File: config.mk
export PLATFORM = sky130hd
export DESIGN_NAME = sysid_regs_ext
export DESIGN_NICKNAME = d
export VERILOG_FILES = /design/src/rtl/sysid_pkg.sv /design/src/rtl/sysid_uptime_ctr.sv /design/src/rtl/sysid_regs_ext.sv
export SDC_FILE = /design/constraint.sdc
export NUM_CORES = 1
export LEC_CHECK = 0
export ABC_AREA = 1
export ABC_CLOCK_PERIOD_IN_PS = 3740
export CAP_MARGIN = 10
export CORE_AREA = 2 2 127 129
export CTS_CLUSTER_SIZE = 24
export DETAILED_ROUTE_END_ITERATION = 10
export DIE_AREA = 0 0 129 131
export GPL_TIMING_DRIVEN = 1
export HOLD_SLACK_MARGIN = 0.12
export SLEW_MARGIN = 20
export SYNTH_ARGS = -nofsm -noshare
export SYNTH_HDL_FRONTEND = slang
export SYNTH_HIERARCHICAL = 1
export SYNTH_SLANG_ARGS = --single-unit
File: constraint.sdc
create_clock -name clock -period 3.74 [get_ports clock]
set_clock_uncertainty 0.1 [all_clocks]
set_input_delay 0.374 -clock clock [delete_from_list [all_inputs] [get_ports clock]]
set_output_delay 0.374 -clock clock [all_outputs]
set_load 0.01 [all_outputs]
File: src/rtl/sysid_pkg.sv
// Shared constants for the system-ID register block: register map, CAPS layout
// and CONTROL bit positions.
package sysid_pkg;

    localparam logic [3:0] SYSID_ADDR_ID        = 4'd0;
    localparam logic [3:0] SYSID_ADDR_TIMESTAMP = 4'd1;
    localparam logic [3:0] SYSID_ADDR_UPTIME_LO = 4'd2;
    localparam logic [3:0] SYSID_ADDR_UPTIME_HI = 4'd3;
    localparam logic [3:0] SYSID_ADDR_SCRATCH   = 4'd4;
    localparam logic [3:0] SYSID_ADDR_CONTROL   = 4'd5;
    localparam logic [3:0] SYSID_ADDR_CAPS      = 4'd6;
    localparam logic [3:0] SYSID_ADDR_RSVD      = 4'd7;
    localparam logic [3:0] SYSID_ADDR_USER0     = 4'd8;

    localparam logic [15:0] SYSID_CAPS_VERSION = 16'h0002;

    localparam int unsigned SYSID_CAPS_NUM_USER_LSB = 0;
    localparam int unsigned SYSID_CAPS_UPTIME_BIT   = 8;
    localparam int unsigned SYSID_CAPS_VERSION_LSB  = 16;

    localparam int unsigned SYSID_CTRL_CLEAR_BIT = 0;

    function automatic logic [31:0] sysid_caps(input int unsigned num_user, input logic uptime);
        logic [31:0] caps;
        logic [3:0]  nu;
        nu = num_user[3:0];
        caps = '0;
        caps[SYSID_CAPS_NUM_USER_LSB +: 4]   = nu;
        caps[SYSID_CAPS_UPTIME_BIT]          = uptime;
        caps[SYSID_CAPS_VERSION_LSB +: 16]   = SYSID_CAPS_VERSION;
        return caps;
    endfunction

endpackage

File: src/rtl/sysid_uptime_ctr.sv
// Free-running 64-bit uptime counter with synchronous clear and a HI-word shadow
// captured whenever software samples the LO word.
module sysid_uptime_ctr (
    input  logic        clock,
    input  logic        reset,
    input  logic        clear,
    input  logic        capture,
    output logic [31:0] count_lo,
    output logic [31:0] hi_shadow
);

    logic [63:0] cnt_q, cnt_d;
    logic [31:0] shadow_q;

    // Wraps silently at 2^64-1.
    always_comb begin
        cnt_d = cnt_q + 64'd1;
        if (clear) begin
            cnt_d = '0;
        end
    end

    // Shadow takes the pre-clear HI so a LO read racing a clear stays coherent.
    always_ff @(posedge clock or posedge reset) begin
        if (reset) begin
            cnt_q    <= '0;
            shadow_q <= '0;
        end else begin
            cnt_q <= cnt_d;
            if (capture) begin
                shadow_q <= cnt_q[63:32];
            end
        end
    end

    assign count_lo  = cnt_q[31:0];
    assign hi_shadow = shadow_q;

endmodule

File: src/rtl/sysid_regs_ext.sv
// Avalon-MM system-ID register block. Define SYSID_UPTIME_EN to build in the
// 64-bit uptime counter; otherwise the uptime words read 0 and CONTROL is inert.
module sysid_regs_ext
    import sysid_pkg::*;
#(
    parameter logic [31:0] SYSTEM_ID = 32'h0000_0000,
    parameter logic [31:0] TIMESTAMP = 32'h0000_0000,
    parameter int unsigned NUM_USER  = 2,
    parameter int unsigned ADDR_W    = 4
) (
    input  logic              clock,
    input  logic              reset,
    input  logic [ADDR_W-1:0] address,
    input  logic              read,
    input  logic              write,
    input  logic [31:0]       writedata,
    input  logic [255:0]      user_words,
    output logic [31:0]       readdata,
    output logic              readdatavalid
);

    logic [31:0] up_lo;
    logic [31:0] up_hi;

`ifdef SYSID_UPTIME_EN
    localparam logic UPTIME_PRESENT = 1'b1;

    logic up_clear;
    logic up_capture;

    assign up_clear   = write && (address == SYSID_ADDR_CONTROL)
                        && writedata[SYSID_CTRL_CLEAR_BIT];
    assign up_capture = read && (address == SYSID_ADDR_UPTIME_LO);

    sysid_uptime_ctr u_uptime (
        .clock     (clock),
        .reset     (reset),
        .clear     (up_clear),
        .capture   (up_capture),
        .count_lo  (up_lo),
        .hi_shadow (up_hi)
    );
`else
    localparam logic UPTIME_PRESENT = 1'b0;

    assign up_lo = '0;
    assign up_hi = '0;
`endif

    localparam logic [31:0] CAPS_WORD = sysid_caps(NUM_USER, UPTIME_PRESENT);

    logic [31:0] scratch_q;
    logic [31:0] readdata_q;
    logic        rvalid_q;
    logic [31:0] rd_data;
    logic [2:0]  user_idx;
    logic        scratch_we;

    assign user_idx   = address[2:0];
    assign scratch_we = write && (address == SYSID_ADDR_SCRATCH);

    always_comb begin
        rd_data = '0;
        case (address)
            SYSID_ADDR_ID:        rd_data = SYSTEM_ID;
            SYSID_ADDR_TIMESTAMP: rd_data = TIMESTAMP;
            SYSID_ADDR_UPTIME_LO: rd_data = up_lo;
            SYSID_ADDR_UPTIME_HI: rd_data = up_hi;
            SYSID_ADDR_SCRATCH:   rd_data = scratch_q;
            SYSID_ADDR_CAPS:      rd_data = CAPS_WORD;
            default: begin
                if (address[3] && (32'(user_idx) < NUM_USER)) begin
                    rd_data = user_words[{user_idx, 5'd0} +: 32];
                end
            end
        endcase
    end

    // Read samples pre-write state, so a same-cycle read/write returns the old value.
    always_ff @(posedge clock or posedge reset) begin
        if (reset) begin
            scratch_q  <= '0;
            readdata_q <= '0;
            rvalid_q   <= 1'b0;
        end else begin
            if (scratch_we) begin
                scratch_q <= writedata;
            end
            rvalid_q <= read;
            if (read) begin
                readdata_q <= rd_data;
            end
        end
    end

    assign readdata      = readdata_q;
    assign readdatavalid = rvalid_q;

endmodule

Yosys cells after proc, flatten, opt, wreduce, memory -nomap -nowiden
Index checks and enable logic that the tools add are counted.

storage, ports and cells
  bits in registers = 65
  output and inout bits = 33

cells by class
  order comparisons = 1
  equality and inequality tests = 5
  shift-type cells = 1
  muxes and demuxes = 2
  reduce and logical (&&, ||, !) cells = 4

operators with widths
  cell                number
  $shiftx 256x9->32   1
  $pmux 32 s3         1
  $mux 32             1
  $eq 4x2->1 const B  2
  $eq 4x3->1 const B  2
  $eq 4x1->1 const B  1
  $logic_not 4->1     1
  $reduce_or 4->1     1
  $lt 3x2->1 const B  1
  $logic_and 1x1->1   2

Depth between registers and ports, before layout
Gate-level depths: netlist of the first run.

  depth in word-level cells = 4
  depth in mapped cells = 8
  depth with buffers taken out = 7

Worst setup path before layout of the first run
Ideal clock, no wire load.

  path kind = in2reg
  from = in address[0]
  to = reg scratch_q[10]
  data arrival time = 1.154 ns
  required time = 3.517 ns
  path slack = 2.363 ns
  stages = 6
  buffers on the path = 2
  path through = buf_2 nor2_1 nand2_2 clkbuf_1 o21ai_0 nand2_1

on the way
  longest elaborated chain between the ends = 2

RTL lines
  item                  line                  text
  from (decl)           sysid_regs_ext.sv:13  input logic [ADDR_W-1:0] address,
  $eq 4x3->1            sysid_regs_ext.sv:60  assign scratch_we = write && (address == SYSID_ADDR_SCRATCH);
  $logic_and 1x1->1     sysid_regs_ext.sv:60
  to (signal assigned)  sysid_regs_ext.sv:87  scratch_q <= writedata;
  to (decl)             sysid_regs_ext.sv:52  logic [31:0] scratch_q;

Every way passes these cells.
A chain may end at the register's enable or synchronous reset.

Worst setup path after layout of the first run
  from = in address[0]
  to = reg scratch_q[9]

The elaborated chain is that of the path after synthesis.

==> load_flow_metrics.sql, run 1 <==
INSERT INTO impl_metrics (metric_group, metric, value, unit) VALUES
('outcome', 'status', 'finished, final reports clean', ''),
('logic_synthesis', 'syn-num-nets', '823', ''),
('clock_tree', 'cts_made_buffers', '9', ''),
('logic_synthesis', 'yosys_top_cell_area_share', '46.1', '%'),
('drt', 'detail-route-antenna-nets', '0', ''),
('timing', 'drv_slew', '0', ''),
('floorplanning', 'floorplan.initialDensity', '22.6', '%'),
('worst_setup_path', 'timing.critical_path.to_type', 'flip-flop', ''),
('global_routing', 'grt_pass1_wl', '18300', 'um'),
('worst_setup_path', 'timing.critical_path.cells', 'clkdlybuf4s50_1 > nor2_1 > nand2_2 > buf_4 > nor2_4 > nand2_1 > nand2_1', ''),
('logic_synthesis', 'cell_with_the_most_instances_after_synthesis', 'nand2_1', ''),
('worst_setup_path', 'regToRegSetupSlack', '2.75', 'ns'),
('worst_setup_path', 'critical_path_arrival', '2.45', 'ns'),
('power', 'cellPowerDensity', '371', 'mW/mm2'),
('global_routing', 'number_of_antenna_violations_at_the_first_check_in_global_routing', '0', ''),
('placement', 'io_buffer_count', '136', ''),
('floorplanning', 'core.rowCount', '46', ''),
('final_layout', 'area_growth_syn_to_layout', '51.1', '%'),
('drt', 'detailedRoute.firstIterationViolations', '155', ''),
('clock_tree', 'cts.reportedPaths.clkPinSlew', '0.05', 'ns'),
('power', 'irDropWorstVdd', '0.194', 'mV'),
('worst_setup_path', 'critical-path-slowest-cell', 'nor2_4', ''),
('floorplanning', 'die_span_y', '131', 'um'),
('flow_run', 'cap_viol_max_count', '0', ''),
('logic_synthesis', 'syn-mean-instance-area', '6.70', 'um2'),
('logic_synthesis', 'total_standard_cell_area_after_synthesis', '0.00353', 'mm2'),
('logic_synthesis', 'asyncSetResetFlopFracSynth', '100', '%'),
('min_path', 'min-delay-path-class', 'input port to asynchronous set/reset pin', ''),
('final_layout', 'num_antenna_cells', '0', ''),
('drt', 'routed_wl', '12000', 'um'),
('worst_setup_path', 'r2r_start', 'scratch_q[1]$_DFFE_PP0P_', ''),
('timing', 'whs', '0.275', 'ns'),
('floorplanning', 'ios', '329', ''),
('logic_synthesis', 'ys.warnings.count', '6', ''),
('worst_setup_path', 'timing.rr.end', 'readdata[1]$_DFFE_PP0P_', ''),
('clock_tree', 'cts_setup_buffers', '0', ''),
('logic_synthesis', 'synth-edff-count', '0', ''),
('worst_setup_path', 'critPathMaxFanout', '33', ''),
('timing', 'timing.max_slew.rel_slack', '53.6', '%'),
('timing', 'timing.final.setup_violations', '0', ''),
('final_layout', 'finalNonFillerCells', '868', ''),
('clock_tree', 'post_cts.resized_instances', '0', ''),
('final_layout', 'design_area', '0.00533', 'mm2'),
('floorplanning', 'die_x', '129', 'um'),
('global_routing', 'grt_pass1_vias', '3219', ''),
('logic_synthesis', 'synth_top_flop_cell', 'dfrtp_1', ''),
('clock_tree', 'cts.path.max_buffers', '2', ''),
('final_layout', 'fin_util', '34.2', '%'),
('logic_synthesis', 'synth.cells.most_frequent', 'nand2_1 (256), dfrtp_1 (65), inv_1 (62)', ''),
('final_layout', 'final_nets', '947', ''),
('power', 'power.leakage', '2.78', 'nW'),
('final_layout', 'fill_cells', '1724', ''),
('drt', 'vias_per_cell', '4.08', ''),
('logic_synthesis', 'postSynthRegisterBits', '65', ''),
('placement', 'placed_area', '0.00507', 'mm2'),
('clock_tree', 'cts_num_sinks', '65', ''),
('logic_synthesis', 'yosys-top-cells-area', 'dfrtp_1 (46%), nand2_1 (27%), nand3_1 (8.6%), inv_1 (6.6%), o21ai_0 (3.5%)', ''),
('worst_setup_path', 'cp_data_required_time', '3.90', 'ns'),
('floorplanning', 'fp.coreArea', '0.0156', 'mm2'),
('placement', 'finalWeightedCongestion', '0.743', ''),
('timing', 'maxClockFrequency', '437', 'MHz'),
('timing', 'final_period_demand_of_the_worst_path', '2.29', 'ns'),
('drt', 'post-route-drc-count', '0', ''),
('clock_tree', 'clock_tree_from_tritoncts', 'done', ''),
('timing', 'hold_viol_final', '0', ''),
('drt', 'route.vias.total', '3545', ''),
('timing', 'final_min_period_over_clock_period', '61.2', '%'),
('clock_tree', 'cts_hold_buffers', '0', ''),
('logic_synthesis', 'synth_cells', '527', ''),
('clock_tree', 'cts_root_buffer', 'clkbuf_16', ''),
('placement', 'post_dp_hpwl', '8390', 'um');
## critical path, delay by kind of cell
family,cells,cell delay (ns)
and+or+nand+nor,5,1.24
buffers and inverters,2,0.81
## metrics by stage
| step | power (mW) | setup slack (ns) |
|---|---|---|
| 5_1_grt | 2.08 | 1.24 |
| 4_1_cts | 2.01 | 1.42 |
| 6_report | 1.98 | 1.45 |
| 3_3_place_gp | 1.23 | 1.04 |
| 2_1_floorplan | 1.02 | 1.64 |
| 3_5_place_dp | 1.23 | 1.08 |
## registers in the layout, indices dropped and copies added (netlist names)
register       count
readdata          32
readdatavalid      1
scratch_q         32
## logic make-up (layout without fill, tap and decap cells)
| group | after synthesis | count (layout) | share of synthesized area (%) |
|---|---|---|---|
| compound gates | 36 | 36 | 5.10 |
| simple gates | 330 | 330 | 37.6 |
| buf+inv | 96 | 221 | 11.2 |
| flops | 65 | 65 | 46.1 |
## where the power goes
group	total, mW	switching, mW	internal, mW
combinational	0.372	0.181	0.191
sequential	0.843	0.0490	0.794
clock	0.762	0.294	0.468
total	1.98	0.524	1.45
## how the worst max path moves through the flow
stage / slack [ns] / end / cells after the start / startpoint
floorplan: 1.64 / readdata[0]$_DFFE_PP0P_ / 1 / reset
global placement: 1.04 / scratch_q[9]$_DFFE_PP0P_ / 7 / address[0]
detailed placement: 1.08 / scratch_q[9]$_DFFE_PP0P_ / 7 / address[0]
CTS: 1.42 / scratch_q[9]$_DFFE_PP0P_ / 7 / address[0]
global route: 1.24 / scratch_q[9]$_DFFE_PP0P_ / 7 / address[0]
finish: 1.45 / scratch_q[9]$_DFFE_PP0P_ / 7 / address[0]
## cell usage in the layout, fill, tap and decap left out
cell / n
clkdlybuf4s50_1: 136
nand2_1: 256
nand3_1: 61
nor2_4: 1
clkinv_2: 1
clkbuf_16: 9
dfrtp_1: 65
o21ai_0: 25
o21ai_1: 11
inv_2: 4
inv_1: 61
clkbuf_8: 2
nand2_2: 1
nor2_1: 8
buf_4: 8
nor2_2: 3
## cell type report
type | count | area, um2 | share of cell area, %
Clock buffer | 11 | 253 | 4.74
Clock inverter | 1 | 5.00 | 0.0939
Sequential cell | 65 | 1630 | 30.5
Timing Repair Buffer | 144 | 1420 | 26.7
Multi-Input combinational cell | 366 | 1510 | 28.4
Tap cell | 216 | 270 | 5.07
Inverter | 65 | 244 | 4.58
## metal layers
metal | track usage, % | vias up | wire, um
met2 | 19.7 | 113 | 4750
met3 | 4.44 | 7 | 893
met1 | 21.8 | 1582 | 6280
met4 | 4.41 | 0 | 123
met5 | 0 | - | 0
li1 | - | 1843 | -
(Power assumes the default switching activity.)
==> run 2: changes to the inputs <==
- ABC_CLOCK_PERIOD_IN_PS: 3740 -> 2000
- CORE_AREA: 2 2 127 129 -> 2 2 126 128
- DIE_AREA: 0 0 129 131 -> 0 0 128 130
- PLACE_DENSITY: not set -> 0.66
- clock period: 3.74 -> 2 ns (I/O delays scaled with it)
==> run 2 against run 1 <==
  * Combinational power rose by 92%
  * Sequential power increased by 87%
  * Global-route usage is 0.31 points lower
  * Sequential share of layout area down 0.57 points
  * Critical endpoint is now scratch_q[0]$_DFFE_PP0P_
  * Register-to-register slack got worse by 1.7 ns
  * Worst hold slack worse by 0.11 ns
  * Critical path type unchanged
==> load_flow_metrics.sql, run 2 (synthesized netlist as in run 1, its figures left out) <==
INSERT INTO impl_metrics (metric_group, metric, value, unit) VALUES
('floorplanning', 'die_x', '128', 'um'),
('clock_tree', 'cts_num_sinks', '65', ''),
('drt', 'vias_per_cell', '4.21', ''),
('power', 'power.leakage', '2.85', 'nW'),
('timing', 'timing.max_slew.rel_slack', '65.8', '%'),
('final_layout', 'num_antenna_cells', '0', ''),
('power', 'cellPowerDensity', '686', 'mW/mm2'),
('worst_setup_path', 'regToRegSetupSlack', '1.03', 'ns'),
('timing', 'maxClockFrequency', '627', 'MHz'),
('clock_tree', 'post_cts.resized_instances', '0', ''),
('clock_tree', 'cts_hold_buffers', '0', ''),
('worst_setup_path', 'worst_stage_delay_on_the_critical_path', '0.53', 'ns'),
('placement', 'post_dp_hpwl', '8490', 'um'),
('global_routing', 'number_of_antenna_violations_at_the_first_check_in_global_routing', '2', ''),
('drt', 'detail-route-antenna-nets', '0', ''),
('global_routing', 'grt_pass1_vias', '3337', ''),
('power', 'irDropWorstVdd', '0.360', 'mV'),
('placement', 'preCtsSetupSlack', '0.0506', 'ns'),
('timing', 'hold_viol_final', '0', ''),
('placement', 'io_buffer_count', '136', ''),
('global_routing', 'grt.overflow.total', '0', ''),
('placement', 'placed_area', '0.00517', 'mm2'),
('floorplanning', 'floorplan.die_area', '0.0166', 'mm2'),
('final_layout', 'mostFrequentLayoutCells', 'nand2_1 (256), clkdlybuf4s50_1 (136), dfrtp_1 (65)', ''),
('timing', 'whs', '0.162', 'ns'),
('clock_tree', 'clock_tree_from_tritoncts', 'done', ''),
('global_routing', 'globalRouteTotalUtil', '14.2', '%'),
('drt', 'firstDrtPassIters', '5', ''),
('worst_setup_path', 'critPathMaxFanout', '17', ''),
('timing', 'final_min_period_over_clock_period', '79.8', '%'),
('worst_setup_path', 'cp.depth', '7', ''),
('clock_tree', 'cts_setup_buffers', '0', ''),
('drt', 'routed_wl', '11500', 'um'),
('final_layout', 'final_nets', '957', ''),
('worst_setup_path', 'critPathKind', 'input port to flip-flop', ''),
('drt', 'avgRoutedWirePerCell', '13.4', 'um'),
('worst_setup_path', 'timing.critical_path.cells', 'clkdlybuf4s50_1 > nor2_1 > nand2_2 > nor2_4 > buf_4 > nand2_1 > nand2_1', ''),
('timing', 'timing.final.setup_violations', '0', ''),
('min_path', 'min-delay-path-class', 'input port to asynchronous set/reset pin', ''),
('drt', 'post-route-drc-count', '0', ''),
('timing', 'rsz0062_at_grt', 'false', ''),
('flow_run', 'cap_viol_max_count', '0', ''),
('worst_setup_path', 'cp_num_buf_inv', '2', ''),
('outcome', 'status', 'finished, final reports clean', ''),
('worst_setup_path', 'critical_path_arrival', '1.77', 'ns'),
('global_routing', 'grt_max_degree', '66', ''),
('floorplanning', 'core.rowCount', '46', ''),
('clock_tree', 'cts.reportedPaths.clkPinSlew', '0.05', 'ns'),
('drt', 'detailedRoute.firstIterationViolations', '125', ''),
('worst_setup_path', 'critical_path.top_delay_family', 'simple AND/OR/NAND/NOR gates', ''),
('final_layout', 'layout.cells.most_common', 'nand2_1', ''),
('timing', 'final_period_demand_of_the_worst_path', '1.60', 'ns'),
('floorplanning', 'ios', '329', ''),
('worst_setup_path', 'crit_path_frequent_cell', 'nand2_1', ''),
('clock_tree', 'cts_made_buffers', '9', ''),
('worst_setup_path', 'timing.critical_path.to_type', 'flip-flop', ''),
('timing', 'fin_tns_setup', '0', 'ns'),
('timing', 'drv_slew', '0', ''),
('placement', 'finalWeightedCongestion', '0.769', ''),
('timing', 'layout_setup_ws', '0.404', 'ns'),
('clock_tree', 'cts_root_buffer', 'clkbuf_16', ''),
('worst_setup_path', 'cp_data_required_time', '2.17', 'ns'),
('final_layout', 'fill_cells', '1677', ''),
('worst_setup_path', 'timing.rr.end', 'readdata[1]$_DFFE_PP0P_', ''),
('timing', 'worst_slew_pin_slew', '0.512', 'ns'),
('worst_setup_path', 'r2r_start', 'scratch_q[1]$_DFFE_PP0P_', ''),
('clock_tree', 'cts.path.max_buffers', '2', ''),
('final_layout', 'design_area', '0.00543', 'mm2'),
('final_layout', 'area_growth_syn_to_layout', '54.0', '%'),
('global_routing', 'grt_pass1_wl', '18000', 'um'),
('floorplanning', 'die_span_y', '130', 'um'),
('floorplanning', 'floorplan.initialDensity', '22.9', '%'),
('final_layout', 'layout-drive-gt1-share', '6.02', '%'),
('drt', 'route.vias.total', '3604', ''),
('floorplanning', 'fp.coreArea', '0.0154', 'mm2'),
('worst_setup_path', 'start_kind', 'input port', ''),
('clock_tree', 'cts_htree_levels', '3', ''),
('worst_setup_path', 'critical-path-slowest-cell', 'clkdlybuf4s50_1', ''),
('clock_tree', 'clk_latency', '0.33', 'ns'),
('worst_setup_path', 'ff2ff_path_depth', '4', ''),
('power', 'total_power_after_layout', '3.73', 'mW');
==> run 2: cell count changes in the layout (fill, tap and decap cells not counted), sizes merged <==
cell / before / now
buf: 8 / 18
clkbuf: 11 / 12
clkinv: 1 / 2
clkinvlp: 0 / 1
==> run 2: power breakdown <==
group / internal, mW / switching, mW
logic: 0.379 / 0.337
registers: 1.48 / 0.0959
clock network: 0.861 / 0.570
==> run 2: layer usage <==
metal | vias up | part of all wire (%) | global-route usage, %
li1 | 1870 | - | -
met1 | 1591 | 50 | 20.0
met2 | 122 | 39 | 19.7
met3 | 17 | 8.8 | 5.74
met4 | 4 | 1.7 | 4.78
met5 | - | 0.23 | 0
==> run 2: worst min-delay path: stages <==
cell             delay (ns)
clkdlybuf4s50_1        0.41
inv_2                  0.07
buf_12                 0.31
==> run 2: cell type report <==
cell class / count / area [um2] / share of cell area [%]
inverters: 65 / 244 / 4.49
repair buffers: 154 / 1550 / 28.5
multi-input cells: 366 / 1510 / 27.8
clock buffers: 12 / 246 / 4.54
clock inverters: 3 / 17.5 / 0.322
flip-flops and latches: 65 / 1630 / 29.9
well taps: 192 / 240 / 4.42
==> run 2: how the worst max path moves through the flow <==
stage,from,endpoint,slack (ns)
after CTS,address[0],scratch_q[8]$_DFFE_PP0P_,0.39
after floorplan,reset,readdata[0]$_DFFE_PP0P_,0.07
after global placement,address[0],scratch_q[0]$_DFFE_PP0P_,0.05
final,address[0],scratch_q[0]$_DFFE_PP0P_,0.40
after global routing,address[0],scratch_q[29]$_DFFE_PP0P_,0.26
after detailed placement,address[0],scratch_q[8]$_DFFE_PP0P_,0.05
==> run 2: metrics by stage <==
stage / util [%] / instances
after detailed placement: 33.5 / 842
after CTS: 35.2 / 857
after global placement: 33.5 / 842
final: 35.2 / 857
after floorplan: - / 527
after global routing: 35.2 / 857
==> run 3: changes to the inputs <==
- ABC_CLOCK_PERIOD_IN_PS: 2000 -> 1450
- clock period: 2 -> 1.45 ns (I/O delays scaled with it)
==> run 3 against run 2 <==
  * Non-clock buffer count grew 14
  * Sequential share of layout area shrank 1.1 points
  * Register-to-register slack got worse by 0.54 ns
  * Combinational power up 39%
  * Via count grew 1.4%
  * Highest routed layer unchanged
==> load_flow_metrics.sql, run 3 (synthesized netlist as in run 1, its figures left out) <==
INSERT INTO impl_metrics (metric_group, metric, value, unit) VALUES
('timing', 'drv_slew', '0', ''),
('power', 'power_report.internal_total', '4.21', 'mW'),
('power', 'net-switching-power', '1.41', 'mW'),
('placement', 'io_buffer_count', '136', ''),
('final_layout', 'design_area', '0.00564', 'mm2'),
('timing', 'final_min_period_over_clock_period', '91.9', '%'),
('timing', 'hold_viol_final', '0', ''),
('worst_setup_path', 'critical_path_arrival', '1.45', 'ns'),
('placement', 'finalWeightedCongestion', '0.742', ''),
('drt', 'detailedRoute.firstIterationViolations', '167', ''),
('final_layout', 'layout.cells.most_common', 'nand2_1', ''),
('global_routing', 'grt_max_degree', '66', ''),
('timing', 'maxClockFrequency', '751', 'MHz'),
('placement', 'preCtsSetupSlack', '-0.299', 'ns'),
('clock_tree', 'clock_tree_from_tritoncts', 'done', ''),
('floorplanning', 'ios', '329', ''),
('clock_tree', 'clk_latency', '0.33', 'ns'),
('worst_setup_path', 'critPathKind', 'input port to flip-flop', ''),
('outcome', 'status', 'finished, final reports clean', ''),
('clock_tree', 'cts_num_sinks', '65', ''),
('worst_setup_path', 'cp_data_required_time', '1.57', 'ns'),
('clock_tree', 'cts.path.max_buffers', '2', ''),
('floorplanning', 'floorplan.die_area', '0.0166', 'mm2'),
('drt', 'routed_wl', '11800', 'um'),
('power', 'power.leakage', '3.12', 'nW'),
('final_layout', 'final_nets', '971', ''),
('clock_tree', 'cts_made_buffers', '9', ''),
('worst_setup_path', 'critPathMaxFanout', '20', ''),
('clock_tree', 'cts_root_buffer', 'clkbuf_16', ''),
('power', 'cellPowerDensity', '997', 'mW/mm2'),
('placement', 'post_dp_hpwl', '8750', 'um'),
('timing', 'timing.final.setup_violations', '0', ''),
('clock_tree', 'cts_setup_buffers', '0', ''),
('timing', 'timing.max_slew.rel_slack', '74.3', '%'),
('timing', 'worst_slew_pin_slew', '0.386', 'ns'),
('clock_tree', 'cts_htree_levels', '3', ''),
('global_routing', 'grt_pass1_wl', '18300', 'um'),
('final_layout', 'layout-drive-gt1-share', '8.38', '%'),
('floorplanning', 'die_x', '128', 'um'),
('floorplanning', 'floorplan.initialDensity', '22.9', '%'),
('power', 'seq_power_share', '38.6', '%'),
('drt', 'vias_per_cell', '4.18', ''),
('drt', 'firstDrtPassIters', '4', ''),
('floorplanning', 'core.rowCount', '46', ''),
('drt', 'route.vias.total', '3654', ''),
('power', 'irDropWorstVdd', '0.572', 'mV'),
('timing', 'layout_setup_ws', '0.118', 'ns'),
('final_layout', 'mostFrequentLayoutCells', 'nand2_1 (256), clkdlybuf4s50_1 (103), dfrtp_1 (65)', ''),
('drt', 'post-route-drc-count', '0', ''),
('timing', 'rsz0062_at_grt', 'false', ''),
('power', 'sw_frac_of_total', '25.1', '%'),
('clock_tree', 'cts.reportedPaths.clkPinSlew', '0.05', 'ns'),
('power', 'fraction_of_power_consumed_by_the_clock_network', '43.6', '%'),
('global_routing', 'grt_pass1_vias', '3494', ''),
('timing', 'whs', '0.140', 'ns'),
('flow_run', 'cap_viol_max_count', '0', ''),
('placement', 'placed_cells_incl_taps', '855', ''),
('timing', 'fin_tns_setup', '0', 'ns'),
('worst_setup_path', 'start_kind', 'input port', ''),
('floorplanning', 'fp.coreArea', '0.0154', 'mm2'),
('drt', 'detail-route-antenna-nets', '0', ''),
('final_layout', 'finalNonFillerCells', '875', ''),
('min_path', 'min-delay-path-class', 'input port to asynchronous set/reset pin', ''),
('floorplanning', 'die_span_y', '130', 'um'),
('worst_setup_path', 'timing.critical_path.to_type', 'flip-flop', ''),
('global_routing', 'grt.overflow.total', '0', ''),
('timing', 'final_period_demand_of_the_worst_path', '1.33', 'ns'),
('power', 'total_power_after_layout', '5.62', 'mW'),
('power', 'power.combinational.fraction', '17.8', '%'),
('placement', 'placed_area', '0.00530', 'mm2'),
('drt', 'avgRoutedWirePerCell', '13.4', 'um'),
('final_layout', 'fin_util', '36.6', '%'),
('global_routing', 'number_of_antenna_violations_at_the_first_check_in_global_routing', '4', ''),
('global_routing', 'globalRouteTotalUtil', '14.4', '%'),
('final_layout', 'area_growth_syn_to_layout', '59.8', '%');
## run 3: changes by cell type in the layout (fill, tap and decap cells not counted), moves of 2 or more
cell / previous run / this run
clkbuf_1: 2 / 0
clkbuf_8: 1 / 3
dlygate4sd2_1: 0 / 32
diode_2: 0 / 3
clkdlybuf4s50_1: 136 / 103
buf_4: 14 / 25
bufinv_16: 0 / 2
buf_12: 4 / 6
inv_2: 4 / 2
## run 3: power groups by stage
stage	clock network [mW]	logic [mW]	registers [mW]
2_1_floorplan	0	0.440	2.19
3_3_place_gp	0	1.01	2.21
3_5_place_dp	0	1.03	2.21
4_1_cts	2.52	1.00	2.17
5_1_grt	2.61	1.13	2.20
6_report	2.45	0.998	2.17
## run 3: what timing repair did
| action | CTS | global route |
|---|---|---|
| resized for setup | 32 | 3 |
| pin swaps | 0 | 0 |
| hold buffers | 0 | 0 |
| endpoints found under the setup margin | 32 | 18 |
| cloned | 0 | 1 |
## run 3: layout make-up
type                            instances  area, um2
Antenna cell                            3       7.51
Clock buffer                           12        267
Clock inverter                          4       73.8
Fill cell                            1656       9790
Inverter                               65        250
Multi-Input combinational cell        366       1520
Sequential cell                        65       1630
Tap cell                              192        240
Timing Repair Buffer                  168       1660
## run 3: final timing paths
| path | cells after the start | slack, ns | end | from |
|---|---|---|---|---|
| worst max-delay path | 9 | 0.12 | readdata[21]$_DFFE_PP0P_ | address[0] |
| worst min-delay path | 3 | 0.14 | scratch_q[25]$_DFFE_PP0P_ | reset |
| worst max register to register | 4 | 0.49 | readdata[1]$_DFFE_PP0P_ | scratch_q[1]$_DFFE_PP0P_ |
| worst min register to register | 2 | 0.37 | readdata[28]$_DFFE_PP0P_ | readdata[28]$_DFFE_PP0P_ |
| max in group asynchronous | 3 | 0.78 | readdata[21]$_DFFE_PP0P_ | reset |
| min in group clock | 3 | 0.25 | scratch_q[27]$_DFFE_PP0P_ | writedata[27] |
## run 3: worst max-delay path, cell delays in order
cell and delay, ns:
clkdlybuf4s50_1 0.48, buf_4 0.19, inv_4 0.11, buf_12 0.17
nand2_1 0.06, nand3_1 0.10, nand2_1 0.06, nand2_1 0.06
nand2_1 0.05
## run 3: layer usage
metal | routed length [um] | part of all wire (%) | global-route usage (%)
met1 | 5610 | 48 | 19.4
met2 | 4680 | 40 | 20.2
met3 | 1310 | 11 | 7.18
met4 | 140 | 1.2 | 4.27
met5 | 16 | 0.14 | 0
